===== src/rtl/pipeline_hazard_ctrl_if.sv =====
`default_nettype none
// ============================================================================
// Module      : pipeline_hazard_ctrl_if
// Description : Hazard inputs and stall/flush controls between pipeline and ctrl
// Revision    : 1.0
// ============================================================================
interface pipeline_hazard_ctrl_if #(
    parameter int CNT_W = 16
);
    logic [4:0]       IFID_RS1_i;
    logic [4:0]       IFID_RS2_i;
    logic             IDEX_MemRead_i;
    logic [4:0]       IDEX_RDaddr_i;
    logic             branch_taken_i;
    logic             mem_stall_i;
    logic             pc_write_o;
    logic             ifid_stall_o;
    logic             idex_stall_o;
    logic             exmem_stall_o;
    logic             memwb_stall_o;
    logic             idex_bubble_o;
    logic             ifid_flush_o;
    logic             err_o;
    logic [1:0]       state_o;
    logic [CNT_W-1:0] stall_cnt_o;
    logic [CNT_W-1:0] hazard_cnt_o;

    modport master (
        output IFID_RS1_i, IFID_RS2_i, IDEX_MemRead_i, IDEX_RDaddr_i,
               branch_taken_i, mem_stall_i,
        input  pc_write_o, ifid_stall_o, idex_stall_o, exmem_stall_o,
               memwb_stall_o, idex_bubble_o, ifid_flush_o, err_o, state_o,
               stall_cnt_o, hazard_cnt_o
    );

    modport slave (
        input  IFID_RS1_i, IFID_RS2_i, IDEX_MemRead_i, IDEX_RDaddr_i,
               branch_taken_i, mem_stall_i,
        output pc_write_o, ifid_stall_o, idex_stall_o, exmem_stall_o,
               memwb_stall_o, idex_bubble_o, ifid_flush_o, err_o, state_o,
               stall_cnt_o, hazard_cnt_o
    );
endinterface
`default_nettype wire


===== src/rtl/pipeline_hazard_ctrl.sv =====
`default_nettype none
// ============================================================================
// Module      : pipeline_hazard_ctrl
// Description : Load-use / branch / memory-freeze hazard control with timeout
// Revision    : 1.0
// ============================================================================
module pipeline_hazard_ctrl #(
    parameter int TIMEOUT = 255,
    parameter int CNT_W   = 16
) (
    input  wire                    clk_i,
    input  wire                    start_i,
    pipeline_hazard_ctrl_if.slave  bus
);
    typedef enum logic [1:0] {
        S_RUN      = 2'd0,
        S_MEM_WAIT = 2'd1,
        S_ERROR    = 2'd2
    } state_t;

    localparam logic [15:0] c_WAIT_LAST = 16'(TIMEOUT - 1);

    state_t           r_state;
    logic [15:0]      r_wait_cnt;
    logic             r_err;
    logic [CNT_W-1:0] r_stall_cnt;
    logic [CNT_W-1:0] r_hazard_cnt;

    logic w_freeze;
    logic w_load_use;
    logic w_pc_write;
    logic w_ifid_stall;
    logic w_back_stall;
    logic w_bubble;
    logic w_flush;

    assign w_freeze = (r_state == S_ERROR) ||
                      (((r_state == S_RUN) || (r_state == S_MEM_WAIT)) && bus.mem_stall_i);

    // x0 is never a real destination, so a load into it cannot create a hazard.
    assign w_load_use = bus.IDEX_MemRead_i && (bus.IDEX_RDaddr_i != 5'd0) &&
                        ((bus.IDEX_RDaddr_i == bus.IFID_RS1_i) ||
                         (bus.IDEX_RDaddr_i == bus.IFID_RS2_i));

    always_comb begin
        w_pc_write   = 1'b1;
        w_ifid_stall = 1'b0;
        w_back_stall = 1'b0;
        w_bubble     = 1'b0;
        w_flush      = 1'b0;
        if (w_freeze) begin
            w_pc_write   = 1'b0;
            w_ifid_stall = 1'b1;
            w_back_stall = 1'b1;
        end else if (w_load_use) begin
            w_pc_write   = 1'b0;
            w_ifid_stall = 1'b1;
            w_bubble     = 1'b1;
        end else if (bus.branch_taken_i) begin
            w_flush      = 1'b1;
        end
    end

    assign bus.pc_write_o    = w_pc_write;
    assign bus.ifid_stall_o  = w_ifid_stall;
    assign bus.idex_stall_o  = w_back_stall;
    assign bus.exmem_stall_o = w_back_stall;
    assign bus.memwb_stall_o = w_back_stall;
    assign bus.idex_bubble_o = w_bubble;
    assign bus.ifid_flush_o  = w_flush;
    assign bus.err_o         = r_err;
    assign bus.state_o       = r_state;
    assign bus.stall_cnt_o   = r_stall_cnt;
    assign bus.hazard_cnt_o  = r_hazard_cnt;

    always_ff @(posedge clk_i or negedge start_i) begin
        if (!start_i) begin
            r_state    <= S_RUN;
            r_wait_cnt <= 16'd0;
            r_err      <= 1'b0;
        end else begin
            case (r_state)
                S_RUN: begin
                    if (bus.mem_stall_i) begin
                        r_state    <= S_MEM_WAIT;
                        r_wait_cnt <= r_wait_cnt + 16'd1;
                    end else begin
                        r_wait_cnt <= 16'd0;
                    end
                end
                S_MEM_WAIT: begin
                    if (!bus.mem_stall_i) begin
                        r_state    <= S_RUN;
                        r_wait_cnt <= 16'd0;
                    end else if (r_wait_cnt == c_WAIT_LAST) begin
                        r_state    <= S_ERROR;
                        r_err      <= 1'b1;
                    end else begin
                        r_wait_cnt <= r_wait_cnt + 16'd1;
                    end
                end
                S_ERROR: begin
                    r_err <= 1'b1;
                end
                default: begin
                    r_state    <= S_RUN;
                    r_wait_cnt <= 16'd0;
                end
            endcase
        end
    end

    // Saturating performance counters; they hold at all-ones instead of wrapping.
    always_ff @(posedge clk_i or negedge start_i) begin
        if (!start_i) begin
            r_stall_cnt  <= '0;
            r_hazard_cnt <= '0;
        end else begin
            if (!w_pc_write && (r_stall_cnt != {CNT_W{1'b1}}))
                r_stall_cnt <= r_stall_cnt + 1'b1;
            if (w_bubble && (r_hazard_cnt != {CNT_W{1'b1}}))
                r_hazard_cnt <= r_hazard_cnt + 1'b1;
        end
    end
endmodule
`default_nettype wire


===== src/flat_wrapper.sv =====
// flat-port wrapper written by rule: the top's interface ports become plain ports
module pipeline_hazard_ctrl_flat 
#(
    parameter int TIMEOUT = 255,
    parameter int CNT_W   = 16
)
  (clk_i, start_i, bus_IFID_RS1_i, bus_IFID_RS2_i, bus_IDEX_MemRead_i, bus_IDEX_RDaddr_i, bus_branch_taken_i, bus_mem_stall_i, bus_pc_write_o, bus_ifid_stall_o, bus_idex_stall_o, bus_exmem_stall_o, bus_memwb_stall_o, bus_idex_bubble_o, bus_ifid_flush_o, bus_err_o, bus_state_o, bus_stall_cnt_o, bus_hazard_cnt_o);
  pipeline_hazard_ctrl_if #(.CNT_W(CNT_W)) bus_i ();
  input  wire clk_i;
  input  wire start_i;
  input wire logic [$bits(bus_i.IFID_RS1_i)-1:0] bus_IFID_RS1_i;
  input wire logic [$bits(bus_i.IFID_RS2_i)-1:0] bus_IFID_RS2_i;
  input wire logic [$bits(bus_i.IDEX_MemRead_i)-1:0] bus_IDEX_MemRead_i;
  input wire logic [$bits(bus_i.IDEX_RDaddr_i)-1:0] bus_IDEX_RDaddr_i;
  input wire logic [$bits(bus_i.branch_taken_i)-1:0] bus_branch_taken_i;
  input wire logic [$bits(bus_i.mem_stall_i)-1:0] bus_mem_stall_i;
  output wire logic [$bits(bus_i.pc_write_o)-1:0] bus_pc_write_o;
  output wire logic [$bits(bus_i.ifid_stall_o)-1:0] bus_ifid_stall_o;
  output wire logic [$bits(bus_i.idex_stall_o)-1:0] bus_idex_stall_o;
  output wire logic [$bits(bus_i.exmem_stall_o)-1:0] bus_exmem_stall_o;
  output wire logic [$bits(bus_i.memwb_stall_o)-1:0] bus_memwb_stall_o;
  output wire logic [$bits(bus_i.idex_bubble_o)-1:0] bus_idex_bubble_o;
  output wire logic [$bits(bus_i.ifid_flush_o)-1:0] bus_ifid_flush_o;
  output wire logic [$bits(bus_i.err_o)-1:0] bus_err_o;
  output wire logic [$bits(bus_i.state_o)-1:0] bus_state_o;
  output wire logic [$bits(bus_i.stall_cnt_o)-1:0] bus_stall_cnt_o;
  output wire logic [$bits(bus_i.hazard_cnt_o)-1:0] bus_hazard_cnt_o;
  assign bus_i.IFID_RS1_i = bus_IFID_RS1_i;
  assign bus_i.IFID_RS2_i = bus_IFID_RS2_i;
  assign bus_i.IDEX_MemRead_i = bus_IDEX_MemRead_i;
  assign bus_i.IDEX_RDaddr_i = bus_IDEX_RDaddr_i;
  assign bus_i.branch_taken_i = bus_branch_taken_i;
  assign bus_i.mem_stall_i = bus_mem_stall_i;
  assign bus_pc_write_o = bus_i.pc_write_o;
  assign bus_ifid_stall_o = bus_i.ifid_stall_o;
  assign bus_idex_stall_o = bus_i.idex_stall_o;
  assign bus_exmem_stall_o = bus_i.exmem_stall_o;
  assign bus_memwb_stall_o = bus_i.memwb_stall_o;
  assign bus_idex_bubble_o = bus_i.idex_bubble_o;
  assign bus_ifid_flush_o = bus_i.ifid_flush_o;
  assign bus_err_o = bus_i.err_o;
  assign bus_state_o = bus_i.state_o;
  assign bus_stall_cnt_o = bus_i.stall_cnt_o;
  assign bus_hazard_cnt_o = bus_i.hazard_cnt_o;
  pipeline_hazard_ctrl #(.TIMEOUT(TIMEOUT), .CNT_W(CNT_W)) u_core (.clk_i(clk_i), .start_i(start_i), .bus(bus_i));
endmodule

===== config.mk =====
export PLATFORM = sky130hd
export DESIGN_NAME = pipeline_hazard_ctrl_flat
export DESIGN_NICKNAME = d
export VERILOG_FILES = /design/src/rtl/pipeline_hazard_ctrl_if.sv /design/src/rtl/pipeline_hazard_ctrl.sv /design/src/flat_wrapper.sv
export SDC_FILE = /design/constraint.sdc
export NUM_CORES = 1
export LEC_CHECK = 0
export CORE_MARGIN = 2
export CORE_UTILIZATION = 35
export CTS_BUF_LIST = sky130_fd_sc_hd__clkbuf_4 sky130_fd_sc_hd__clkbuf_8
export CTS_CLUSTER_DIAMETER = 200
export CTS_CLUSTER_SIZE = 25
export DETAILED_ROUTE_END_ITERATION = 8
export PLACE_DENSITY_LB_ADDON = 0.2
export SLEW_MARGIN = 20
export SYNTH_ARGS = -nofsm -noshare
export SYNTH_HDL_FRONTEND = slang
export SYNTH_SLANG_ARGS = --single-unit

===== constraint.sdc =====
create_clock -name clk_i -period 3.9 [get_ports clk_i]
set_input_delay 1.17 -clock clk_i [delete_from_list [all_inputs] [get_ports clk_i]]
set_output_delay 1.17 -clock clk_i [all_outputs]
set_load 0.005 [all_outputs]

* Word-level counts from Yosys, hierarchy flattened
Index checks and enable logic that the tools add are counted.
** Storage, ports and cells
- RAM bits :: 0
- Latch bits :: 0
- Input port bits :: 20
- Memories kept :: 0
- ROM bits :: 0
- Register bits after elaboration :: 51
- Output and inout port bits :: 42
- Word-level logic and storage cells :: 56
** Operators by class
- Bitwise gates (word level) :: 1
- $mul :: 0
- Divide/modulo/power cells :: 0
- Equal/unequal tests :: 12
- Add/sub/neg operators :: 3
- Shift-type cells :: 0
- Mux-type cells :: 20
- Magnitude comparators :: 0
- Reductions and logical operators :: 15
** Operator list (count)
- adder 16 x 1 -> 16 bit, second input constant :: 3
- two-way mux 16 bit :: 3
- case mux 16 bit (3 select lines) :: 1
- != test 16 bit, second input constant :: 2
- == test 16 x 8 -> 1 bit, second input constant :: 1
- two-way mux 1 bit :: 11
- == test 5 bit :: 2
- two-way mux 2 bit :: 3
- != test 2 bit, second input constant :: 3
- != test 3 bit, second input constant :: 2
- case mux 2 bit (3 select lines) :: 1
- AND reduction 3 bit :: 2
- logical AND 1 bit :: 5
- nonzero test 5 bit :: 1
- logical OR 1 bit :: 3
- == test 2 x 1 -> 1 bit, second input constant :: 1
- == test 2 bit, second input constant :: 1
- zero test 2 bit :: 1
- case mux 1 bit (2 select lines) :: 1
- AND reduction 2 bit :: 1
- nonzero test 2 bit :: 1
- zero test 1 bit :: 1
- NOT 1 bit :: 1

* Logic depth before layout (Yosys ltp)
Gate-level depths: netlist (run 1).
- Depth in word-level cells :: 7
- Gate-level depth with buffers :: 8
- Depth with buffers taken out :: 8

* Least setup slack after synthesis (run 1)
OpenSTA, ideal clock, no wires.
- Kind :: input to output
- From :: in bus_IDEX_RDaddr_i[0]
- To :: out bus_ifid_flush_o
- Required time :: 2.730 ns
- Buffers on the path :: 1
- Cell stages on the path :: 6
- Data arrival time :: 2.529 ns
- Path slack :: 0.201 ns
- Cells stage by stage :: or4_1 o21ai_1 o21ai_1 clkbuf_1 inv_1 and2_1
** Between the ends
- Longest elaborated chain between the ends :: 5
- Elaborated cells on any way between the ends :: 8
- Classes of those cells :: eq/ne: 2; mux: 2; reduce/logical: 4
** RTL lines
- start, declared :: line flat_wrapper.sv:14 : input wire logic [$bits(bus_i.IDEX_RDaddr_i)-1:0] bus_IDEX_RDaddr_i;
- == test 5 bit, or another cell as far along :: line pipeline_hazard_ctrl.sv:42 : ((bus.IDEX_RDaddr_i == bus.IFID_RS1_i) ||
- logical OR 1 bit or logical AND 1 bit (tied branches) :: line pipeline_hazard_ctrl.sv:42, pipeline_hazard_ctrl.sv:41
- logical AND 1 bit * :: line pipeline_hazard_ctrl.sv:41 : assign w_load_use = bus.IDEX_MemRead_i && (bus.IDEX_RDaddr_i != 5'd0) &&
- two-way mux 1 bit * :: line pipeline_hazard_ctrl.sv:55 : end else if (w_load_use) begin
- two-way mux 1 bit * :: line pipeline_hazard_ctrl.sv:51 : if (w_freeze) begin
- end, declared :: line flat_wrapper.sv:23 : output wire logic [$bits(bus_i.ifid_flush_o)-1:0] bus_ifid_flush_o;
Mark *: on every way between the ends. The rest lies on a longest branch, timed or not.

* Worst setup path after layout (run 1)
- From :: in bus_IFID_RS2_i[0]
- To :: out bus_idex_bubble_o
** Between the ends
- Longest elaborated chain between the ends :: 5
** RTL lines
- start, declared :: line flat_wrapper.sv:12 : input wire logic [$bits(bus_i.IFID_RS2_i)-1:0] bus_IFID_RS2_i;
- == test 5 bit :: line pipeline_hazard_ctrl.sv:43 : (bus.IDEX_RDaddr_i == bus.IFID_RS2_i));
- logical OR 1 bit :: line pipeline_hazard_ctrl.sv:42
- logical AND 1 bit :: line pipeline_hazard_ctrl.sv:41
- two-way mux 1 bit :: line pipeline_hazard_ctrl.sv:55
- two-way mux 1 bit :: line pipeline_hazard_ctrl.sv:51
- end, declared :: line flat_wrapper.sv:22 : output wire logic [$bits(bus_i.idex_bubble_o)-1:0] bus_idex_bubble_o;
Every way passes these cells.

==> qor.csv, run 1 <==
stage,metric,value,unit
status,run_status,"finished, final reports clean",
power,power.share.clock,36.5,%
power,power,0.9100,mW
die,initial_core_util,36.66,%
power,seqPwrFrac,58.1,%
logic_synthesis,postSynthCellCount,268,
setup_path,kind_of_end_point_of_the_critical_path,output pin,
clock_tree,cts-root-buf,sky130_fd_sc_hd__clkbuf_8,
logic_synthesis,mappedNetlistArea,2688,um2
layout,most-common-layout-cells,"51 x sky130_fd_sc_hd__clkdlybuf4s50_1, 51 x sky130_fd_sc_hd__dfrtp_1, 29 x sky130_fd_sc_hd__nor2_1",
clock_tree,clk_pin_slew_worst_paths,90,ps
timing,timing_hold_violations_final,0,
clock_tree,tritoncts,yes,
power,internal_power_consumption,0.7147,mW
clock_tree,cts_sinks,51,
layout,area_delta_synth_final,33.66,%
route,detail_route.vias_per_cell,4.900,
layout,final.fill_count,694,
die,core-area,7331,um2
clock_tree,cts_made_buffers,5,
global_route,grt_max_degree,37,
logic_synthesis,post_synth_num_cell_types,42,
power,net-switching-power,0.1953,mW
setup_path,critical_path_peak_fanout,2,
die,design.die.area,8396,um2
timing,finalSetupViolations,0,
logic_synthesis,number_of_warning_messages_in_the_yosys_log,0,
timing,worst_pin_slew,924.6,ps
route,wire_per_inst,13.33,um
min_path,min-delay-path-class,reg2reg,
global_route,first_global_vias,2163,
route,drt-initial-drc-count,55,
logic_synthesis,async_sr_flop_fraction,100.0,%
timing,final.setup_skew,12.10,ps
global_route,grt_overflow_total,0,
clock_tree,ctsHtreeMaxLevel,2,
die,floorplan.rows,31,
layout,final_nets,365,
place,routabilityCongestion,0.8035,
route,detail-route-antenna-nets,0,
place,placed_area,3441,um2
logic_synthesis,postSynthAreaPerCell,10.03,um2
layout,finish.instance_area,3592,um2
logic_synthesis,postSynthRegisterBits,51,
logic_synthesis,fraction_of_post_synthesis_cell_area_in_the_top_cell_type_by_area,47.49,%
layout,number_of_antenna_cells_inserted,0,
die,ios,62,
power,p_sw_share,21.46,%
flow_run,cap_viol_max_count,0,
clock_tree,clk_latency,300,ps
layout,multi_input_comb_area,1389,um2
layout,ff_latch_area,1276,um2
timing,timing.fmax,262.7,MHz
place,total_half_perimeter_wirelength_after_legalization_and_detailed_placement,4368,um
setup_path,worst_ep_required_time,2730,ps
power,cellPowerDensity,253.3,nW/um2
route,drt_pre_antenna_iters,4,
route,drt_wl_total,5879,um
place,place.port_buffers,61,
setup_path,setup.worst_path.class,in2out,
power,vdd.ir_drop.worst,0.1531,mV
route,drc_errors,0,
logic_synthesis,post-synth-top-area-cell,sky130_fd_sc_hd__dfrtp_1,
global_route,grt_util_all_layers,14.60,%
die,fp.dieW,91.63,um
global_route,antenna_found_initial,0,
power,static-leakage-power,1.486,nW
logic_synthesis,synth_top_area_cells,"sky130_fd_sc_hd__dfrtp_1 47%, sky130_fd_sc_hd__xnor2_1 7.8%, sky130_fd_sc_hd__xor2_1 6.2%",
timing,pins_over_their_slew_limit,0,
logic_synthesis,number_of_flops_mapped_to_enable_cells_by_yosys,0,
timing,worst_slew_margin_rel,37.89,%
logic_synthesis,synth_ff_type,sky130_fd_sc_hd__dfrtp_1,
timing,layout_worst_path_cycle_share,97.61,%
setup_path,cp.arrival,2640,ps
timing,finalWorstPathRequiredPeriod,3807,ps
logic_synthesis,post_synth_net_total,292,
clock_tree,cts.path.max_buffers,2,
setup_path,critPathLaunchType,primary input,
power,power_frac_comb,5.4,%
timing,tns,0,ps
die,die-height,91.63,um
global_route,grt_pass1_wl,10150,um
logic_synthesis,seq_area_frac_synth,47.49,%
route,via_count,2161,
layout,final_layout_size_suffix_gt1_share,11.99,%
registers in the layout (all words and copies together) (netlist names):
signal,count
u_core.bus.hazard_cnt_o,16
u_core.bus.stall_cnt_o,16
u_core.r_wait_cnt,16
u_core.bus.err_o,1
u_core.bus.state_o,2
per-stage QoR:
step | hold slack (ps) | setup WS (ps) | util [%] | cells
4_1_cts | 486.6 | 32.88 | 48.59 | 438
5_1_grt | 499.1 | -24.44 | 49.00 | 441
6_report | 477.5 | 93.22 | 49.00 | 441
3_5_place_dp | 463.6 | -449.2 | 46.94 | 429
2_1_floorplan | 465.0 | 201.0 | - | 268
3_3_place_gp | 455.6 | -423.5 | 46.94 | 429
layout make-up:
type	count	area share [%]
clock inverter	1	0.2090
sequential	51	35.53
timing repair buffer	73	18.95
tap	99	3.448
inverter	5	0.5225
clock buffer	7	2.682
multi-input combinational	205	38.66
worst max-delay path, cell delays in order:
cell and delay [ps]:
sky130_fd_sc_hd__clkdlybuf4s50_1 420, sky130_fd_sc_hd__xor2_1 160, sky130_fd_sc_hd__nor3_2 200, sky130_fd_sc_hd__a22oi_2 120
sky130_fd_sc_hd__buf_4 140, sky130_fd_sc_hd__buf_4 130, sky130_fd_sc_hd__nor3_4 160, sky130_fd_sc_hd__buf_2 150
path summary, 6_finish.rpt:
kind                                             from                    endpoint  slack (ps)  cells after the start
setup / recovery                    bus_IFID_RS2_i[0]           bus_idex_bubble_o          90                      8
hold / removal                       u_core.bus.err_o            u_core.bus.err_o         480                      1
setup reg to reg           u_core.bus.hazard_cnt_o[0]  u_core.bus.hazard_cnt_o[1]        1450                      6
hold reg to reg                      u_core.bus.err_o            u_core.bus.err_o         480                      1
max in group asynchronous                     start_i       u_core.r_wait_cnt[10]        2340                      2
min in group asynchronous                     start_i            u_core.bus.err_o         770                      1
power groups by stage:
stage | Combinational (mW) | Clock, mW | Sequential, mW
6_report | 0.0496 | 0.332 | 0.528
5_1_grt | 0.0555 | 0.368 | 0.528
4_1_cts | 0.0479 | 0.350 | 0.528
3_5_place_dp | 0.0460 | 0 | 0.539
3_3_place_gp | 0.0458 | 0 | 0.539
2_1_floorplan | 0.00978 | 0 | 0.539
cell usage after synthesis, drive strengths merged (5+ instances only):
master	n
xnor2	24
o21ai	5
nand3	14
nand2b	5
dfrtp	51
mux2	7
and3	15
nor2	29
nand4	12
nor3	6
nand2	21
xor2	19
a21oi	8
inv	5
cell families after synthesis:
group | share of synthesized area, %
AOI/OAI and AO/OA | 5.354
xor gates and xnor gates | 14.01
adders and majority gates | 1.862
buffers and inverters | 2.048
DFF | 47.49
muxes | 2.933
and+or+nand+nor | 26.30
routing by layer:
layer  global-route usage [%]  part of all wire, %
met2                    24.57                   49
met1                    19.11                   47
met4                    3.535                 0.88
met3                    3.287                  3.1
met5                        0                    0
repair_timing:
action / CTS / global route
hold buffers: 0 / 0
endpoints found under the setup margin: 4 / 5
resized for setup: 17 / 5
pin swaps: 6 / 4
buffers inserted: 1 / 3
Power figures use the tool's default switching activity.
==> run 2, diff against run 1 <==
--- a/config.mk
+++ b/config.mk
@@ -5,11 +5,12 @@
 export SDC_FILE = /design/constraint.sdc
 export NUM_CORES = 1
 export LEC_CHECK = 0
+export CAP_MARGIN = 5
 export CORE_MARGIN = 2
 export CORE_UTILIZATION = 35
 export CTS_BUF_LIST = sky130_fd_sc_hd__clkbuf_4 sky130_fd_sc_hd__clkbuf_8
 export CTS_CLUSTER_DIAMETER = 200
-export CTS_CLUSTER_SIZE = 25
+export CTS_CLUSTER_SIZE = 12
 export DETAILED_ROUTE_END_ITERATION = 8
 export PLACE_DENSITY_LB_ADDON = 0.2
 export SLEW_MARGIN = 20
==> constraint.sdc (replaced) <==
create_clock -name clk_i -period 3.3 [get_ports clk_i]
set_input_delay 0.99 -clock clk_i [delete_from_list [all_inputs] [get_ports clk_i]]
set_output_delay 0.99 -clock clk_i [all_outputs]
set_load 0.005 [all_outputs]
==> qor.csv, run 2 (synthesized netlist as in run 1, its figures left out) <==
stage,metric,value,unit,change
clock_tree,tritoncts,yes,,
min_path,min-delay-start,u_core.bus.err_o,,
setup_path,r2r_end,u_core.bus.hazard_cnt_o[1],,
min_path,min_to,u_core.bus.err_o,,
global_route,antenna_found_initial,0,,unchanged
timing,fin_worst_hold_slack,473.6,ps,-3.859 ps
timing,worst_slew_margin_rel,41.64,%,+3.8 points
route,drt_wl_total,5991,um,+1.9%
layout,final_cells,443,,+0.45%
layout,final_layout_size_suffix_gt1_share,13.95,%,+2.0 points
power,cellPowerDensity,298.7,nW/um2,+18%
setup_path,rrSetupSlack,870,ps,-580 ps
die,design.die.area,8396,um2,unchanged
global_route,first_global_vias,2211,,+2.2%
min_path,timing.hold.worst_path_depth,1,,unchanged
clock_tree,cts_made_buffers,5,,unchanged
route,via_count,2186,,+1.2%
power,net-switching-power,0.2280,mW,+17%
timing,timing.fmax,309.5,MHz,
timing,layout_worst_path_cycle_share,97.91,%,
status,run_status,"finished, final reports clean",,
power,internal_power_consumption,0.8513,mW,+19%
clock_tree,cts.path.max_buffers,2,,unchanged
timing,timing_hold_violations_final,0,,unchanged
layout,commonest_non_fill_non_tap_cell_in_the_layout,sky130_fd_sc_hd__dfrtp_1,,
layout,multi_input_comb_area,1399,um2,+0.72%
layout,final.fill_count,720,,+3.7%
power,static-leakage-power,1.526,nW,+2.7%
setup_path,rr_startpoint,u_core.bus.hazard_cnt_o[0],,
clock_tree,cts-root-buf,sky130_fd_sc_hd__clkbuf_8,,
power,p_sw_share,21.12,%,-0.34 points
timing,pins_over_their_slew_limit,0,,unchanged
clock_tree,clk_latency,300,ps,about the same
layout,most-common-layout-cells,"51 x sky130_fd_sc_hd__dfrtp_1, 38 x sky130_fd_sc_hd__clkdlybuf4s50_1, 29 x sky130_fd_sc_hd__nor2_1",,
timing,final.setup_skew,5.707,ps,-6.389 ps
setup_path,cp.arrival,2240,ps,-400 ps
clock_tree,clk_pin_slew_worst_paths,90,ps,about the same
global_route,grt_max_degree,26,,-30%
global_route,grt_pass1_wl,10410,um,+2.6%
clock_tree,cts_sinks,51,,unchanged
setup_path,critPathLaunchType,primary input,,
global_route,grt_overflow_total,0,,unchanged
place,total_half_perimeter_wirelength_after_legalization_and_detailed_placement,4366,um,about the same
clock_tree,ctsHtreeMaxLevel,2,,unchanged
route,drt-initial-drc-count,31,,-44%
layout,ff_latch_area,1276,um2,unchanged
min_path,min-delay-path-class,reg2reg,,
timing,finalSetupViolations,0,,unchanged
die,core-area,7331,um2,unchanged
route,drt_pre_antenna_iters,4,,unchanged
place,routabilityCongestion,0.8339,,+3.8%
die,fp.dieW,91.63,um,unchanged
die,ios,62,,unchanged
die,die-height,91.63,um,unchanged
setup_path,setup.worst_path.class,in2out,,
global_route,grt_util_all_layers,15.14,%,+0.53 points
setup_path,kind_of_end_point_of_the_critical_path,output pin,,
layout,area_delta_synth_final,34.45,%,
route,drc_errors,0,,unchanged
timing,worst_pin_slew,868.7,ps,-55.90 ps
power,vdd.ir_drop.worst,0.1994,mV,+30%
power,power.share.clock,36.9,%,+0.4 points
place,dp.cells,432,,+0.70%
route,wire_per_inst,13.52,um,+1.4%
flow_run,cap_viol_max_count,0,,unchanged
setup_path,worst_ep_required_time,2310,ps,-420 ps
place,place.port_buffers,61,,unchanged
power,power_frac_comb,5.3,%,about the same
setup_path,r2r_cells,6,,unchanged
setup_path,critical_path_peak_fanout,3,,+1
layout,final_nets,367,,+0.55%
timing,finalWorstPathRequiredPeriod,3231,ps,
die,initial_core_util,36.66,%,unchanged
power,seqPwrFrac,57.8,%,-0.3 points
layout,number_of_antenna_cells_inserted,0,,unchanged
die,floorplan.rows,31,,unchanged
route,detail-route-antenna-nets,0,,unchanged
route,detail_route.vias_per_cell,4.935,,+0.70%
-- run 2: how the worst max path moves through the flow --
stage	start	slack [ps]	depth (start not counted)	to
finish	bus_mem_stall_i	70	8	bus_ifid_flush_o
global route	bus_IDEX_RDaddr_i[2]	-10	8	bus_ifid_flush_o
CTS	bus_IFID_RS2_i[1]	4	8	bus_ifid_flush_o
detailed placement	bus_IDEX_RDaddr_i[0]	-830	10	bus_ifid_flush_o
global placement	bus_IDEX_RDaddr_i[0]	-780	10	bus_ifid_flush_o
floorplan	bus_IDEX_RDaddr_i[0]	0.2	6	bus_ifid_flush_o
-- run 2: timing repair --
| item | CTS | global route |
|---|---|---|
| setup buffers | 3 | 1 |
| hold buffers | 0 | 0 |
| pin swaps | 9 | 8 |
| endpoints found under the setup margin | 7 | 4 |
| gates resized for setup | 45 | 7 |
-- run 2: layout make-up --
type | count | area share (%)
clock buffer | 8 | 2.874
multi-input combinational | 205 | 38.71
sequential | 51 | 35.32
inverter | 5 | 0.5194
timing repair buffer | 75 | 19.15
tap | 99 | 3.428
-- run 2: through the flow --
step           cell area, um2  total power [mW]  TNS, ps  utilization, %  setup WS (ps)
6_report                 3613             1.079        0           49.29          69.07
5_1_grt                  3613             1.123   -11.40           49.29         -11.40
4_1_cts                  3588             1.095        0           48.95          4.054
3_3_place_gp             3463            0.6916    -3122           47.24         -777.9
2_1_floorplan            2689            0.6485        0               -         0.2114
3_5_place_dp             3463            0.6921    -3338           47.24         -825.3
-- run 2: per-layer routing --
layer	share of wire, %	vias to the layer above	GRT usage [%]
met3	3.1	7	3.122
met2	49	28	25.37
met1	47	1069	19.49
met4	1.5	0	5.051
li1	-	1082	-
met5	0	-	0
-- run 2: power by group through the flow --
stage	logic (mW)	registers, mW	clock network (mW)
2_1_floorplan	0.0116	0.637	0
3_3_place_gp	0.0549	0.637	0
3_5_place_dp	0.0553	0.637	0
4_1_cts	0.0576	0.624	0.413
5_1_grt	0.0643	0.624	0.434
6_report	0.0573	0.624	0.398
-- run 2: critical path, stage by stage --
cell                              delay (ps)
sky130_fd_sc_hd__clkdlybuf4s50_1         460
sky130_fd_sc_hd__nand2b_1                 80
sky130_fd_sc_hd__and2_4                  170
sky130_fd_sc_hd__buf_4                   150
sky130_fd_sc_hd__o21ai_2                  80
sky130_fd_sc_hd__inv_1                    70
sky130_fd_sc_hd__and2_1                  130
sky130_fd_sc_hd__buf_2                   120
==> run 3, diff against run 2 <==
==> constraint.sdc (replaced) <==
create_clock -name clk_i -period 3.3 [get_ports clk_i]
set_input_delay 0.99 -clock clk_i [delete_from_list [all_inputs] [get_ports clk_i]]
set_output_delay 0.99 -clock clk_i [all_outputs]
set_load 0.1 [all_outputs]
==> qor.csv, run 3 (synthesized netlist as in run 1, its figures left out) <==
stage,metric,value,unit,change
status,run_status,"finished, final reports clean",,
global_route,grt_overflow_total,0,,unchanged
clock_tree,ctsHtreeMaxLevel,2,,unchanged
power,power_frac_comb,5.1,%,-0.2 points
die,ios,62,,unchanged
setup_path,rrSetupSlack,980,ps,+110 ps
global_route,first_global_vias,2189,,-1.0%
route,drc_errors,0,,unchanged
power,power.share.clock,37.1,%,+0.2 points
die,fp.dieW,91.63,um,unchanged
timing,worst_pin_slew,432.6,ps,-436.1 ps
clock_tree,cts_hold_repair.buffers,0,,unchanged
setup_path,setup.worst_path.class,in2out,,
layout,final_cells,445,,+0.45%
timing,pins_over_their_slew_limit,0,,unchanged
clock_tree,cts-root-buf,sky130_fd_sc_hd__clkbuf_8,,
timing,final.setup_skew,4.157,ps,-1.550 ps
timing,unrepaired_setup_endpoints_after_global_routing,true,,
route,drt_pre_antenna_iters,4,,unchanged
layout,finish.instance_area,3621,um2,+0.21%
setup_path,kind_of_end_point_of_the_critical_path,output pin,,
setup_path,cp.arrival,2310,ps,+70 ps
clock_tree,clk_pin_slew_worst_paths,90,ps,about the same
timing,timing_hold_violations_final,0,,unchanged
route,detail-route-antenna-nets,0,,unchanged
clock_tree,cts_made_buffers,5,,unchanged
setup_path,worst_ep_required_time,2310,ps,about the same
layout,fin_util,49.39,%,+0.10 points
place,placed_area,3515,um2,+1.5%
power,p_sw_share,22.20,%,+1.1 points
timing,tns,0,ps,unchanged
layout,area_delta_synth_final,34.73,%,
clock_tree,clk_latency,300,ps,about the same
min_path,min-delay-path-class,reg2reg,,
setup_path,critPathLaunchType,primary input,,
route,detail_route.vias_per_cell,4.903,,-0.63%
route,via_count,2182,,-0.18%
place,place.port_buffers,61,,unchanged
flow_run,cap_viol_max_count,0,,unchanged
setup_path,critical_path_peak_fanout,3,,unchanged
layout,commonest_non_fill_non_tap_cell_in_the_layout,sky130_fd_sc_hd__buf_4,,
power,static-leakage-power,1.584,nW,+3.8%
timing,fin_worst_hold_slack,472.9,ps,-0.7440 ps
timing,worst_slew_margin_rel,71.16,%,+30 points
route,drt-initial-drc-count,46,,+48%
die,die-height,91.63,um,unchanged
die,design.die.area,8396,um2,unchanged
power,net-switching-power,0.2399,mW,+5.2%
route,wire_per_inst,13.34,um,-1.4%
layout,number_of_antenna_cells_inserted,0,,unchanged
power,seqPwrFrac,57.8,%,about the same
die,core-area,7331,um2,unchanged
timing,timing.fmax,303.4,MHz,-2.0%
place,total_half_perimeter_wirelength_after_legalization_and_detailed_placement,4392,um,+0.61%
global_route,grt_max_degree,34,,+31%
layout,final_nets,369,,+0.54%
timing,finalSetupViolations,0,,unchanged
clock_tree,cts.path.max_buffers,2,,unchanged
global_route,antenna_found_initial,0,,unchanged
power,internal_power_consumption,0.8410,mW,-1.2%
clock_tree,tritoncts,yes,,
global_route,grt_pass1_wl,10390,um,-0.20%
global_route,grt_util_all_layers,15.19,%,+0.053 points
die,initial_core_util,36.66,%,unchanged
timing,layout_worst_path_cycle_share,99.89,%,+2.0 points
power,vdd.ir_drop.worst,0.1658,mV,-17%
die,floorplan.rows,31,,unchanged
place,dp.cells,436,,+0.93%
power,cellPowerDensity,298.5,nW/um2,about the same
place,routabilityCongestion,0.8254,,-1.0%
layout,most-common-layout-cells,"51 x sky130_fd_sc_hd__buf_4, 49 x sky130_fd_sc_hd__dfrtp_1, 29 x sky130_fd_sc_hd__nor2_1",,
timing,finalWorstPathRequiredPeriod,3296,ps,+65.40 ps
clock_tree,cts_sinks,51,,unchanged
route,drt_wl_total,5936,um,-0.92%
layout,final_layout_size_suffix_gt1_share,28.32,%,+14 points
run 3: cell types whose count changed in the layout (fill, tap and decap cells not counted), moves of 2 or more:
cell and change:
sky130_fd_sc_hd__dlymetal6s2s_1 -4, sky130_fd_sc_hd__dlygate4sd2_1 -5, sky130_fd_sc_hd__clkinvlp_4 +3, sky130_fd_sc_hd__dfrtp_2 +2, sky130_fd_sc_hd__clkdlybuf4s50_1 -35, sky130_fd_sc_hd__buf_4 +37, sky130_fd_sc_hd__buf_12 +7, sky130_fd_sc_hd__dfrtp_1 -2
run 3: final timing paths:
path                                      start                         end  cells after the start
setup / recovery           bus_IDEX_RDaddr_i[4]            bus_ifid_flush_o                      7
hold / removal                 u_core.bus.err_o            u_core.bus.err_o                      1
setup reg to reg           u_core.r_wait_cnt[0]        u_core.r_wait_cnt[6]                      8
hold reg to reg                u_core.bus.err_o            u_core.bus.err_o                      1
max in group asynchronous               start_i  u_core.bus.hazard_cnt_o[4]                      2
min in group asynchronous               start_i        u_core.r_wait_cnt[0]                      1
run 3: power groups by stage:
| stage | Combinational [mW] | Sequential (mW) | Clock (mW) |
|---|---|---|---|
| after floorplan | 0.0134 | 0.637 | 0 |
| after global placement | 0.0579 | 0.637 | 0 |
| after detailed placement | 0.0582 | 0.637 | 0 |
| after CTS | 0.0549 | 0.624 | 0.418 |
| after global routing | 0.0618 | 0.625 | 0.440 |
| final | 0.0552 | 0.624 | 0.401 |
run 3: area by class of cell:
type | count | area [um2]
sequential | 51 | 1279
fill | 704 | 3710
inverter | 5 | 26.28
clock inverter | 1 | 7.507
multi-input combinational | 205 | 1403
clock buffer | 7 | 96.34
timing repair buffer | 77 | 685.7
tap | 99 | 123.9
run 3: timing repair:
action,CTS,global route
buffers inserted,0,1
endpoints found under the setup margin,4,3
gates resized for setup,45,4
pin swaps,14,3
run 3: metrics by stage:
step	setup slack [ps]	power (mW)
2_1_floorplan	-530.5	0.6503
3_3_place_gp	-407.4	0.6946
3_5_place_dp	-425.8	0.6949
4_1_cts	4.108	1.097
5_1_grt	-36.53	1.127
6_report	3.670	1.081
run 3: worst max-delay path, stage by stage:
cell	delay [ps]
sky130_fd_sc_hd__buf_8	100
sky130_fd_sc_hd__or4_4	540
sky130_fd_sc_hd__o21ai_4	180
sky130_fd_sc_hd__o21ai_4	100
sky130_fd_sc_hd__clkinvlp_4	80
sky130_fd_sc_hd__and2_4	140
sky130_fd_sc_hd__buf_12	160
run 3: metal layers:
layer | vias up | GRT usage, % | routed length (um)
li1 | 1088 | - | -
met5 | - | 0 | 0
met4 | 0 | 6.061 | 113
met3 | 8 | 2.794 | 180
met1 | 1045 | 19.92 | 2761
met2 | 41 | 24.82 | 2880
